`src/rtl/instr_encoder_loader_pkg.sv`:
```
// -----------------------------------------------------------------------------
// instr_encoder_loader_pkg
// Shared definitions for the instruction encoder/loader:
//   - MIPS32 primary opcodes and R-type function codes
//   - ENC_* request codes accepted on req_op
//   - loader FSM state encoding
//   - opcode/func lookup helpers used by the encoder
// -----------------------------------------------------------------------------
package instr_encoder_loader_pkg;

  // MIPS32 primary opcodes
  localparam logic [5:0] OPC_RTYPE = 6'h00;
  localparam logic [5:0] OPC_J     = 6'h02;
  localparam logic [5:0] OPC_BEQ   = 6'h04;
  localparam logic [5:0] OPC_BNE   = 6'h05;
  localparam logic [5:0] OPC_ADDI  = 6'h08;
  localparam logic [5:0] OPC_ADDIU = 6'h09;
  localparam logic [5:0] OPC_SLTI  = 6'h0A;
  localparam logic [5:0] OPC_SLTIU = 6'h0B;
  localparam logic [5:0] OPC_ANDI  = 6'h0C;
  localparam logic [5:0] OPC_ORI   = 6'h0D;
  localparam logic [5:0] OPC_XORI  = 6'h0E;
  localparam logic [5:0] OPC_LUI   = 6'h0F;
  localparam logic [5:0] OPC_LW    = 6'h23;
  localparam logic [5:0] OPC_SW    = 6'h2B;

  // R-type function codes
  localparam logic [5:0] FN_ADD  = 6'h20;
  localparam logic [5:0] FN_ADDU = 6'h21;
  localparam logic [5:0] FN_SUB  = 6'h22;
  localparam logic [5:0] FN_SUBU = 6'h23;
  localparam logic [5:0] FN_AND  = 6'h24;
  localparam logic [5:0] FN_OR   = 6'h25;
  localparam logic [5:0] FN_XOR  = 6'h26;
  localparam logic [5:0] FN_SLT  = 6'h2A;
  localparam logic [5:0] FN_SLTU = 6'h2B;

  // Request codes; R-type ops occupy 0..8, I-type 9..20, J is 21, 22..31 invalid
  typedef enum logic [4:0] {
    ENC_ADD   = 5'd0,  ENC_ADDU  = 5'd1,  ENC_SUB   = 5'd2,  ENC_SUBU  = 5'd3,
    ENC_AND   = 5'd4,  ENC_OR    = 5'd5,  ENC_XOR   = 5'd6,  ENC_SLT   = 5'd7,
    ENC_SLTU  = 5'd8,  ENC_ADDI  = 5'd9,  ENC_ADDIU = 5'd10, ENC_ANDI  = 5'd11,
    ENC_ORI   = 5'd12, ENC_XORI  = 5'd13, ENC_LUI   = 5'd14, ENC_SLTI  = 5'd15,
    ENC_SLTIU = 5'd16, ENC_LW    = 5'd17, ENC_SW    = 5'd18, ENC_BEQ   = 5'd19,
    ENC_BNE   = 5'd20, ENC_J     = 5'd21
  } enc_op_e;

  typedef enum logic [1:0] {
    ST_IDLE  = 2'd0,
    ST_LOAD  = 2'd1,
    ST_DRAIN = 2'd2,
    ST_DONE  = 2'd3
  } state_e;

  function automatic logic [5:0] func_of(input logic [4:0] op);
    logic [5:0] fn;
    fn = 6'h00;
    case (op)
      ENC_ADD:  fn = FN_ADD;
      ENC_ADDU: fn = FN_ADDU;
      ENC_SUB:  fn = FN_SUB;
      ENC_SUBU: fn = FN_SUBU;
      ENC_AND:  fn = FN_AND;
      ENC_OR:   fn = FN_OR;
      ENC_XOR:  fn = FN_XOR;
      ENC_SLT:  fn = FN_SLT;
      ENC_SLTU: fn = FN_SLTU;
      default:  fn = 6'h00;
    endcase
    return fn;
  endfunction

  function automatic logic [5:0] opc_of(input logic [4:0] op);
    logic [5:0] opc;
    opc = OPC_RTYPE;
    case (op)
      ENC_ADDI:  opc = OPC_ADDI;
      ENC_ADDIU: opc = OPC_ADDIU;
      ENC_ANDI:  opc = OPC_ANDI;
      ENC_ORI:   opc = OPC_ORI;
      ENC_XORI:  opc = OPC_XORI;
      ENC_LUI:   opc = OPC_LUI;
      ENC_SLTI:  opc = OPC_SLTI;
      ENC_SLTIU: opc = OPC_SLTIU;
      ENC_LW:    opc = OPC_LW;
      ENC_SW:    opc = OPC_SW;
      ENC_BEQ:   opc = OPC_BEQ;
      ENC_BNE:   opc = OPC_BNE;
      ENC_J:     opc = OPC_J;
      default:   opc = OPC_RTYPE;
    endcase
    return opc;
  endfunction

endpackage

```
`src/rtl/instr_fifo.sv`:
```
// -----------------------------------------------------------------------------
// instr_fifo
// Synchronous FIFO for encoded instruction words. Push and pop in the same
// cycle are both honoured. Push while full and pop while empty are dropped.
// DEPTH must be a power of two (pointers wrap naturally).
// Ports:
//   clk, rst    clock, synchronous active-low reset (empties the FIFO)
//   push, din   write request and data
//   pop         remove the head entry
//   full, empty occupancy flags
//   head        oldest entry (undefined content while empty)
// -----------------------------------------------------------------------------
module instr_fifo #(
  parameter int WIDTH = 32,
  parameter int DEPTH = 4
) (
  input  logic             clk,
  input  logic             rst,
  input  logic             push,
  input  logic             pop,
  input  logic [WIDTH-1:0] din,
  output logic             full,
  output logic             empty,
  output logic [WIDTH-1:0] head
);

  localparam int PTR_W = (DEPTH > 1) ? $clog2(DEPTH) : 1;

  logic [WIDTH-1:0] mem [DEPTH];
  logic [PTR_W-1:0] wr_ptr, rd_ptr;
  logic [PTR_W:0]   count;
  logic             do_push, do_pop;

  assign full    = (count == (PTR_W+1)'(DEPTH));
  assign empty   = (count == '0);
  assign do_push = push && !full;
  assign do_pop  = pop && !empty;
  assign head    = mem[rd_ptr];

  always_ff @(posedge clk) begin
    if (!rst) begin
      wr_ptr <= '0;
      rd_ptr <= '0;
      count  <= '0;
    end else begin
      if (do_push) begin
        mem[wr_ptr] <= din;
        wr_ptr      <= wr_ptr + 1'b1;
      end
      if (do_pop) rd_ptr <= rd_ptr + 1'b1;
      case ({do_push, do_pop})
        2'b10:   count <= count + 1'b1;
        2'b01:   count <= count - 1'b1;
        default: count <= count;
      endcase
    end
  end

endmodule

```
`src/rtl/instr_encoder_loader.sv`:
```
// -----------------------------------------------------------------------------
// instr_encoder_loader
// Encodes abstract instruction requests into MIPS32 words, buffers them and
// streams them into instruction memory at consecutive word addresses.
//
// state | meaning
// IDLE  | waiting for start
// LOAD  | accepting requests, writing buffered words
// DRAIN | no new requests, flushing the FIFO
// DONE  | one-cycle completion pulse
//
// Ports:
//   clk, rst                 clock, synchronous active-low reset
//   start, finish, base_addr session control
//   req_*                    request handshake and fields
//   im_wr_en/im_ready/im_addr/im_wdata  instruction-memory write port
//   busy, done, words_written, err_inv_op, err_wrap  status
// -----------------------------------------------------------------------------
module instr_encoder_loader
  import instr_encoder_loader_pkg::*;
#(
  parameter int ADDR_W     = 10,
  parameter int FIFO_DEPTH = 4
) (
  input  logic              clk,
  input  logic              rst,
  input  logic              start,
  input  logic              finish,
  input  logic [ADDR_W-1:0] base_addr,
  input  logic              req_valid,
  output logic              req_ready,
  input  logic [4:0]        req_op,
  input  logic [4:0]        req_rs,
  input  logic [4:0]        req_rt,
  input  logic [4:0]        req_rd,
  input  logic [25:0]       req_imm,
  output logic              im_wr_en,
  input  logic              im_ready,
  output logic [ADDR_W-1:0] im_addr,
  output logic [31:0]       im_wdata,
  output logic              busy,
  output logic              done,
  output logic [ADDR_W:0]   words_written,
  output logic              err_inv_op,
  output logic              err_wrap
);

  function automatic logic [31:0] encode(input logic [4:0] op, input logic [4:0] rs,
                                         input logic [4:0] rt, input logic [4:0] rd,
                                         input logic [25:0] imm);
    logic [31:0] w;
    if (op <= ENC_SLTU)
      w = {OPC_RTYPE, rs, rt, rd, 5'd0, func_of(op)};
    else if (op == ENC_J)
      w = {OPC_J, imm};
    else if (op == ENC_LUI)
      w = {opc_of(op), 5'd0, rt, imm[15:0]};
    else
      w = {opc_of(op), rs, rt, imm[15:0]};
    return w;
  endfunction

  state_e      state;
  logic        fifo_full, fifo_empty;
  logic [31:0] fifo_head;
  logic        accept, op_valid, push, pop;

  assign op_valid  = (req_op <= ENC_J);
  assign req_ready = (state == ST_LOAD) && !fifo_full;
  assign accept    = req_valid && req_ready;
  assign push      = accept && op_valid;
  assign im_wr_en  = !fifo_empty;
  assign pop       = im_wr_en && im_ready;
  // Masked so the data bus reads 0 rather than stale storage when idle.
  assign im_wdata  = fifo_empty ? 32'h0 : fifo_head;
  assign busy      = (state != ST_IDLE);
  assign done      = (state == ST_DONE);

  instr_fifo #(
    .WIDTH (32),
    .DEPTH (FIFO_DEPTH)
  ) u_fifo (
    .clk   (clk),
    .rst   (rst),
    .push  (push),
    .pop   (pop),
    .din   (encode(req_op, req_rs, req_rt, req_rd, req_imm)),
    .full  (fifo_full),
    .empty (fifo_empty),
    .head  (fifo_head)
  );

  always_ff @(posedge clk) begin
    if (!rst) begin
      state         <= ST_IDLE;
      im_addr       <= '0;
      words_written <= '0;
      err_inv_op    <= 1'b0;
      err_wrap      <= 1'b0;
    end else begin
      case (state)
        ST_IDLE: if (start) begin
          state         <= ST_LOAD;
          im_addr       <= base_addr;
          words_written <= '0;
          err_inv_op    <= 1'b0;
          err_wrap      <= 1'b0;
        end
        ST_LOAD:  if (finish) state <= ST_DRAIN;
        // Empty FIFO means no write is pending either.
        ST_DRAIN: if (fifo_empty) state <= ST_DONE;
        ST_DONE:  state <= ST_IDLE;
        default:  state <= ST_IDLE;
      endcase
      // The FIFO is always empty in IDLE, so this never collides with start.
      if (pop) begin
        im_addr       <= im_addr + 1'b1;
        words_written <= words_written + 1'b1;
        if (im_addr == '1) err_wrap <= 1'b1;
      end
      if (accept && !op_valid) err_inv_op <= 1'b1;
    end
  end

endmodule

```
`config.mk`:
```
export PLATFORM = sky130hd
export DESIGN_NAME = instr_encoder_loader
export DESIGN_NICKNAME = d
export VERILOG_FILES = /design/src/rtl/instr_encoder_loader_pkg.sv /design/src/rtl/instr_fifo.sv /design/src/rtl/instr_encoder_loader.sv
export SDC_FILE = /design/constraint.sdc
export NUM_CORES = 1
export LEC_CHECK = 0
export CAP_MARGIN = 30
export CORE_ASPECT_RATIO = 1.1
export CORE_UTILIZATION = 48
export DETAILED_ROUTE_END_ITERATION = 10
export PLACE_DENSITY = 0.76
export SYNTH_ARGS = -nofsm -noshare
export SYNTH_HDL_FRONTEND = slang
export SYNTH_SLANG_ARGS = --single-unit
```
`constraint.sdc`:
```
create_clock -name clk -period 2.9 [get_ports clk]
set_input_delay 0.87 -clock clk [delete_from_list [all_inputs] [get_ports clk]]
set_output_delay 0.87 -clock clk [all_outputs]
set_load 0.01 [all_outputs]
```
==> impl_metrics.toml <==
[final_layout]
register_area_sq_um = 4410
final_cell_mix = "124 x edfxtp_1, 86 x clkdlybuf4s50_1, 38 x nor2b_1"
areaGrowthSynthToFinish_pct = 34.0
diodes = 0
fin_nets = 742
multi_input_area_sq_um = 2500
n_fill_cell = 1013
drive_above_1_share_pct = 20.7
final_common_cell = "edfxtp_1"

[timing]
slew_headroom_pct = 58.5
finClkSkew_ns = 0.00527
setup-violations-final = 0
finalCriticalPeriod_ns = 2.85
fmax_ghz = 0.350
holdWs_ns = 0.463
maxSlewViolCount = 0
post-route-period-util_pct = 98.4
hold_viol = 0
worst_pin_slew_ns = 0.615

[power_and_ir_drop]
p_leak_nw = 3.37
power.switching_mw = 1.85
pwr-share-clk_pct = 31.5
power.internal_mw = 4.80
p_seq_share_pct = 40.6
combPwrFrac_pct = 27.9
peakVddDrop_mv = 0.412
p_per_area_nw_per_um2 = 701
p_sw_share_pct = 27.9
fin_total_pwr_mw = 6.65

[floorplan]
die_h_um = 129
row_count = 46
die_w_um = 118
ios = 121
start_util_pct = 49.2
design.core.area_sq_um = 14400
die_area_sq_um = 15200

[detailed_routing]
first_pass_iters = 5
ant_nets = 0
drt_iter0_markers = 350
num_vias = 4773
vias_per_cell = 5.51
avgRoutedWirePerCell_um = 18.1
totalWireLength_mm = 15.7
drc = 0

[synthesis]
synthArstFlopShare_pct = 0
ys_ff_latch = 158
ys.flop_type = "edfxtp_1"
yosysWarnings = 0
synth_area_sq_um = 7080
yosysSeqAreaShare_pct = 62.2
avgSynthCellArea_sq_um = 14.3
synthesis.nets = 576
synth-edff-count = 124
synthCells = 496
ys_types = 63

[placed_design]
portBuffers = 119
dpl.hpwl_mm = 10.6
globalplace.congestion = 0.837

[critical_path]
rr_worst_depth = 10
path_max_fanout = 5
cp_data_arrival_time_ns = 1.98
end_kind = "output pin"
critical_path_class = "flip-flop to output pin"
rr_startpoint = "u_fifo.count[2]"
critPathLaunchType = "flip-flop"
cp_data_required_time_ns = 2.03
r2r_slack_ns = 0.57
r2r-end = "u_fifo.count[2]"

[cts]
clkTransAtPathRegs_ns = 0.06
cts.sinks = 158
h-tree-depth = 4
cts_hold_buf = 0
cts_tree = "built"
cts_root_buf = "clkbuf_16"
clk_latency_ns = 0.42
cts-buffers-inserted = 17
clk_path_buf_depth = 2

[global_routing]
grt_pass1_wl_mm = 24.6
antenna_found_initial = 0
grt_pass1_vias = 4760
gr-total-overflow = 0
gr-usage-all-layers_pct = 21.4
grt_max_degree = 24

[worst_hold_path]
min_path_type = "flip-flop to flip-flop"
min_path_cells = 2
hold_start = "err_inv_op"
whs_endpoint = "err_inv_op"

[outcome]
status = "finished clean"

[job]
cap_violations = 0
-- worst max-delay path, stage by stage, from the launching register on --
cell           delay (ns)
dfxtp_4              0.39
buf_12               0.13
clkbuf_16            0.15
mux4_2               0.49
nor2b_1              0.13
dlygate4sd2_1        0.28
-- routing by layer --
layer | wire, um | vias to the layer above | global-route usage (%)
li1 | - | 2222 | -
met1 | 6330 | 2321 | 26.2
met2 | 8180 | 206 | 37.0
met3 | 965 | 24 | 5.28
met4 | 240 | 0 | 8.14
met5 | 0 | - | 0
-- cells in the mapped netlist (all sizes together), types with 2 or more instances --
cell | count | area (sq um)
a21oi | 20 | 119
a311oi | 5 | 43.8
a31oi | 8 | 50.1
and3 | 8 | 50.1
buf | 9 | 66.3
clkbuf | 13 | 50.0
dfxtp | 34 | 681
edfxtp | 124 | 3720
ha | 17 | 213
inv | 19 | 71.3
mux2 | 10 | 113
mux2i | 9 | 90.1
mux4 | 31 | 698
nand2 | 31 | 119
nand2b | 6 | 37.5
nand3 | 18 | 90.1
nand3b | 4 | 30.0
nand4 | 4 | 25.0
nor2 | 29 | 116
nor2b | 38 | 238
nor3 | 8 | 45.0
nor4 | 4 | 31.3
o2111ai | 2 | 17.5
o21ai | 12 | 60.1
o31ai | 4 | 43.8
or4 | 3 | 26.3
xor2 | 3 | 26.3
-- worst max path at each step --
| stage | end | slack, ns | cells after the start |
|---|---|---|---|
| after floorplan | u_fifo.count[2] | 0.004 | 11 |
| after global placement | u_fifo.count[2] | -0.47 | 13 |
| after detailed placement | u_fifo.count[2] | -0.56 | 13 |
| after CTS | im_wdata[7] | -0.04 | 4 |
| after global routing | im_wdata[9] | -0.002 | 5 |
| final | im_wdata[6] | 0.05 | 5 |
-- stage by stage --
step	TNS (ns)	utilization, %	instance area [sq um]	setup slack [ns]	instances
6_report	0	65.9	9480	0.0465	867
3_3_place_gp	-4.12	61.3	8820	-0.466	826
4_1_cts	-0.222	65.7	9450	-0.0365	865
5_1_grt	-0.00294	65.9	9480	-0.00232	867
3_5_place_dp	-4.80	61.3	8820	-0.561	826
2_1_floorplan	0	-	7080	0.00417	496
-- cell families after synthesis --
family                     synth area share [%]
AOI/OAI and AO/OA                          6.38
xor gates and xnor gates                  0.495
adders and majority gates                  3.29
buffers and inverters                      2.70
DFF                                        62.2
muxes                                      12.7
other                                    0.0530
and+or+nand+nor                            12.1
-- final cells by class --
cell class	instances	share of cell area [%]
Clock buffer	19	4.57
Clock inverter	13	1.29
Inverter	20	0.792
Multi-Input combinational cell	296	26.4
Sequential cell	158	46.5
Tap cell	192	2.53
Timing Repair Buffer	169	18.0
-- state kept, by name (all words and copies together) (netlist names), named ones only --
| signal | cells |
|---|---|
| u_fifo.rd_ptr | 2 |
| u_fifo.count | 3 |
| state | 2 |
| words_written | 11 |
| err_inv_op | 1 |
| im_addr | 10 |
| u_fifo.mem | 124 |
| u_fifo.wr_ptr | 2 |
| err_wrap | 1 |
-- power by group through the flow --
stage / clock [mW] / combinational, mW / sequential, mW
floorplan: 0 / 0.969 / 2.72
CTS: 2.13 / 1.84 / 2.70
finish: 2.10 / 1.85 / 2.70
global placement: 0 / 1.77 / 2.73
global route: 2.22 / 2.01 / 2.72
detailed placement: 0 / 1.82 / 2.74
-- what timing repair did --
action                     in CTS  in global routing
resized for setup              47                 13
buffers inserted                6                  1
gates cloned                    1                  1
setup endpoints to repair      32                 16
pin swaps                       2                  1
Power figures use the tool's default switching activity.
